File: config.mk
export PLATFORM = sky130hd
export DESIGN_NAME = uart_rx
export DESIGN_NICKNAME = d
export VERILOG_FILES = /design/src/rtl/uart_rx.sv
export SDC_FILE = /design/constraint.sdc
export NUM_CORES = 1
export LEC_CHECK = 0
export BUFFER_PORTS_ARGS = -buffer_cell sky130_fd_sc_hd__buf_2
export CAP_MARGIN = 20
export CORE_UTILIZATION = 35
export CTS_BUF_LIST = sky130_fd_sc_hd__clkbuf_4
export DETAILED_ROUTE_END_ITERATION = 10
export PLACE_DENSITY = 0.54
export REMOVE_ABC_BUFFERS = 1
export SYNTH_ARGS = -nofsm -noshare
export SYNTH_HDL_FRONTEND = slang
export SYNTH_SLANG_ARGS = --single-unit
File: constraint.sdc
create_clock -name CLK -period 2.3 [get_ports CLK]
set_clock_uncertainty 0.2 [all_clocks]
set_input_delay 0.23 -clock CLK [delete_from_list [all_inputs] [get_ports CLK]]
set_output_delay 0.23 -clock CLK [all_outputs]
set_load 0.05 [all_outputs]
File: src/rtl/uart_rx.sv
// 8N1 UART receiver: two-flop synchroniser, mid-bit sampling, LSB-first assembly,
// one-cycle valid / frame_err strobes.
module uart_rx #(
  parameter int CLKS_PER_BIT = 16,
  parameter int length       = 8
) (
  input  logic              CLK,
  input  logic              reset,
  input  logic              rx,
  output logic [length:1]   data,
  output logic              valid,
  output logic              frame_err,
  output logic              busy
);

  localparam int HALF = CLKS_PER_BIT / 2;
  localparam int CW   = $clog2(CLKS_PER_BIT);
  localparam int BW   = $clog2(length + 1);

  typedef enum logic [2:0] {WAIT_IDLE, IDLE, START, DATA, STOP} state_t;

  state_t            r_state, w_nxt_state;
  logic              r_rx_s1, r_rx_s;
  logic [CW-1:0]     r_cnt;
  logic [BW-1:0]     r_bit_idx;
  logic [length:1]   r_shift;
  logic              w_half_hit, w_bit_hit, w_last_bit;
  logic              w_shift_en, w_load, w_ferr;

  always_ff @(posedge CLK or posedge reset) begin
    if (reset) begin
      r_rx_s1 <= 1'b0;
      r_rx_s  <= 1'b0;
    end else begin
      r_rx_s1 <= rx;
      r_rx_s  <= r_rx_s1;
    end
  end

  assign w_half_hit = (r_cnt == CW'(HALF - 1));
  assign w_bit_hit  = (r_cnt == CW'(CLKS_PER_BIT - 1));
  assign w_last_bit = (r_bit_idx == BW'(length - 1));

  always_ff @(posedge CLK or posedge reset) begin
    if (reset) r_state <= WAIT_IDLE;
    else       r_state <= w_nxt_state;
  end

  always_comb begin
    w_nxt_state = r_state;
    w_shift_en  = 1'b0;
    w_load      = 1'b0;
    w_ferr      = 1'b0;
    case (r_state)
      // Line must be seen high before a start edge is trusted.
      WAIT_IDLE: if (r_rx_s) w_nxt_state = IDLE;
      IDLE:      if (!r_rx_s) w_nxt_state = START;
      START:     if (w_half_hit) w_nxt_state = r_rx_s ? IDLE : DATA;
      DATA: begin
        if (w_bit_hit) begin
          w_shift_en = 1'b1;
          if (w_last_bit) w_nxt_state = STOP;
        end
      end
      STOP: begin
        if (w_bit_hit) begin
          if (r_rx_s) begin
            w_load      = 1'b1;
            w_nxt_state = IDLE;
          end else begin
            w_ferr      = 1'b1;
            w_nxt_state = WAIT_IDLE;
          end
        end
      end
      default: w_nxt_state = WAIT_IDLE;
    endcase
  end

  always_ff @(posedge CLK or posedge reset) begin
    if (reset) begin
      r_cnt     <= '0;
      r_bit_idx <= '0;
      r_shift   <= '0;
      data      <= '0;
      valid     <= 1'b0;
      frame_err <= 1'b0;
    end else begin
      r_cnt <= (w_nxt_state != r_state) ? '0 : r_cnt + CW'(1);
      if (r_state != DATA)  r_bit_idx <= '0;
      else if (w_shift_en)  r_bit_idx <= r_bit_idx + BW'(1);
      // Right shift in at the MSB so the first received bit ends in bit 1.
      if (w_shift_en) r_shift <= {r_rx_s, r_shift[length:2]};
      if (w_load)     data    <= r_shift;
      valid     <= w_load;
      frame_err <= w_ferr;
    end
  end

  assign busy = (r_state != IDLE);

endmodule
==> reports/metrics.yaml <==
drt:
  starting_drc_count_in_detailed_routing: 33
  m1WireLength_um: 1060
  drc_errors_left: 0
  post_drt_wl_per_cell_um: 12.2
  detailroute.wirelength.met2_um: 930
  drt-vias-per-instance: 4.77
  total_number_of_vias: 811
  wl_um: 2080
  drt.antenna.violating_nets: 0
  dr_wl_met3_um: 80
  route.top_layer_used: "met4"
  drt_pre_antenna_iters: 3
floorplan:
  dieArea_um2: 4040
  start_util_pct: 38.2
  die_h_um: 63.5
  die_width_um: 63.5
  rows: 21
  placeableCoreArea_um2: 3470
  i_o_pin_count: 14
yosys:
  synth_common_cells: "dfrtp_1 (31), mux2_2 (16), a21oi_1 (6), nand2_1 (6), nor2_1 (6)"
  postSynth.asyncResetShare_pct: 100
  synth-edff-count: 0
  synth_top_cells_by_area: "dfrtp_1 (59%), mux2_2 (14%), a21oi_1 (2.3%)"
  yosys.area.top_type: "dfrtp_1"
  postSynthRegisterBits: 31
  syn_area_per_cell_um2: 12.7
  synth.yosys.warnings: 0
  dominantRegCellSynth: "dfrtp_1"
  synth_area_um2: 1330
  yosys.area.top_type_share_pct: 58.5
  ys_seq_area_share_pct: 58.5
  synth_cell_types: 32
  yosysMostFrequentCell: "dfrtp_1"
  netlist_instances: 104
critical_path:
  reg2reg_to: "data[2]"
  worstReg2RegStart: "r_cnt[0]"
  worstPathArrival_ns: 2.15
  setup.reg_to_reg.worst_slack_ns: 0.16
  worst-path-max-fanout: 10
  ff2ff_path_depth: 4
  setup.worst_path.end_class: "flip-flop"
  worst_ep_required_time_ns: 2.31
  criticalPathCategory: "flip-flop to flip-flop"
  cp-start-kind: "flip-flop"
clock_network:
  ctsLongestPathBuffers: 2
  cts_num_sinks: 31
  clk_root_buffer_cell: "clkbuf_4"
  worstSkewPairLatency_ns: 0.32
  clk_transition_reported_paths_ns: 0.09
  cts_made_buffers: 5
  cts_tree: "done"
  htree_num_levels: 2
global_route:
  groute.usage.overall_pct: 12.6
  initial_antenna_violation_count: 0
  grt_pass1_vias: 809
  grt_pass1_wl_um: 3760
  grt_max_degree: 32
  globalRouteOverflowTotal: 0
pwr:
  power.density_cell_area_nw_per_um2: 794
  p_leak_nw: 0.755
  power_mw: 1.19
  ir_worst_vdd_v: 0.000365
layout:
  insertedDiodeCount: 0
  layout-drive-gt1-share_pct: 33.9
  finalNetCount: 128
  syn2layout_area_growth_pct: 13.3
  layout.filler_cells: 338
sta:
  hold_violation_count_in_the_final_report: 0
  fin_setup_tns_ns: 0
  timing.final.crit_period_ns: 2.14
  achievable-frequency_ghz: 0.468
  rsz0062_at_grt: "no"
  worst_margin_pin_slew_ns: 0.408
  fin_hold_ws_ns: 0.159
  timing.final.setup_violations: 0
  slew_viol_final: 0
  relSlewSlack_pct: 72.8
  period_utilization_pct: 92.9
status:
  run_status: "finished clean"
min_path:
  hold_path_depth: 0
  hold_crit_path_type: "flip-flop to flip-flop"
  worst_hold_startpoint: "r_rx_s1"
  timing.hold.worst_endpoint: "r_rx_s"
placed_design:
  portBuffers: 13
  gp_routability_congestion: 0.721
  half_perimeter_wire_length_after_detailed_placement_um: 1420
flow_run:
  max_cap_violations: 0
==> final cells by class <==
type | instances | area (um2) | area share (%)
repair buffers | 17 | 100 | 6.67
clock buffers | 6 | 45.0 | 3.00
flip-flops and latches | 31 | 776 | 51.7
inverters | 3 | 11.3 | 0.750
multi-input cells | 65 | 504 | 33.6
clock inverters | 2 | 7.51 | 0.500
well taps | 46 | 57.6 | 3.83
==> cell usage in the layout (no fill, tap or decap), types with 2 or more instances in the layout <==
cell | synthesis | layout
xor2_1 | 3 | 3
dlygate4sd3_1 | 0 | 2
clkbuf_4 | 0 | 6
buf_2 | 1 | 13
nand3_1 | 3 | 3
buf_4 | 1 | 2
nand4b_1 | 2 | 2
clkinv_1 | 0 | 2
a21oi_1 | 6 | 6
nor3_1 | 2 | 2
dfrtp_1 | 31 | 31
xnor2_1 | 2 | 2
ha_1 | 2 | 2
inv_1 | 3 | 3
mux2_2 | 16 | 16
or3_1 | 2 | 2
nand2_1 | 6 | 6
nor2_1 | 6 | 6
==> worst max path at each step <==
stage / start / end / slack, ns / depth (start not counted)
2_1_floorplan: r_cnt[0] / r_cnt[0] / 0.37 / 5
3_3_place_gp: r_cnt[0] / r_cnt[0] / 0.16 / 5
3_5_place_dp: r_cnt[0] / r_cnt[2] / 0.09 / 5
4_1_cts: r_cnt[0] / r_cnt[2] / 0.09 / 5
5_1_grt: r_cnt[0] / data[6] / 0.03 / 4
6_report: r_cnt[0] / data[2] / 0.16 / 4
==> metrics by stage <==
step / std cells / utilization, % / instance area [um2] / setup WS [ns]
floorplan: 99 / - / 1290 / 0.373
global placement: 160 / 41.1 / 1420 / 0.157
detailed placement: 160 / 41.1 / 1420 / 0.0901
CTS: 170 / 43.1 / 1500 / 0.0937
global route: 170 / 43.3 / 1500 / 0.0264
finish: 170 / 43.3 / 1500 / 0.162
==> cells by family (layout without fill, tap and decap cells) <==
logic type | after synthesis | in the layout | synth area share [%]
buffers and inverters | 8 | 28 | 3.78
XOR/XNOR | 5 | 5 | 3.31
flip-flops | 31 | 31 | 58.5
multiplexers | 16 | 16 | 13.6
AND/OR/NAND/NOR | 30 | 30 | 13.1
AO/OA/AOI/OAI | 12 | 12 | 5.76
adder cells (fa/ha/maj) | 2 | 2 | 1.89
==> critical path, cell delays in order, from the launching register on <==
cell	delay, ns
dfrtp_1	0.39
ha_1	0.28
and3_1	0.44
nand4_2	0.34
mux2_2	0.37
==> registers in the layout, indices dropped and copies added, names as in the netlist <==
name	cells
data	8
frame_err	1
r_bit_idx	4
r_cnt	4
r_rx_s	1
r_rx_s1	1
r_shift	8
r_state	3
valid	1
==> repair_timing <==
item,in CTS,in global routing
endpoints found under the setup margin,0,4
hold endpoints to repair,32,0
gates resized for setup,0,1
setup buffers,0,0
hold buffers,2,0
==> metal layers <==
| layer | vias to the layer above | GRT usage (%) |
|---|---|---|
| li1 | 403 | - |
| met1 | 394 | 15.5 |
| met2 | 12 | 18.5 |
| met3 | 2 | 4.89 |
| met4 | 0 | 7.67 |
| met5 | - | 0 |
==> power breakdown <==
group          switching, mW  leakage, nW  internal (mW)
registers             0.0706        0.421          0.590
logic                  0.135        0.304         0.0960
clock network          0.176       0.0307          0.125
Note: power is estimated with default switching activity, not from simulation.
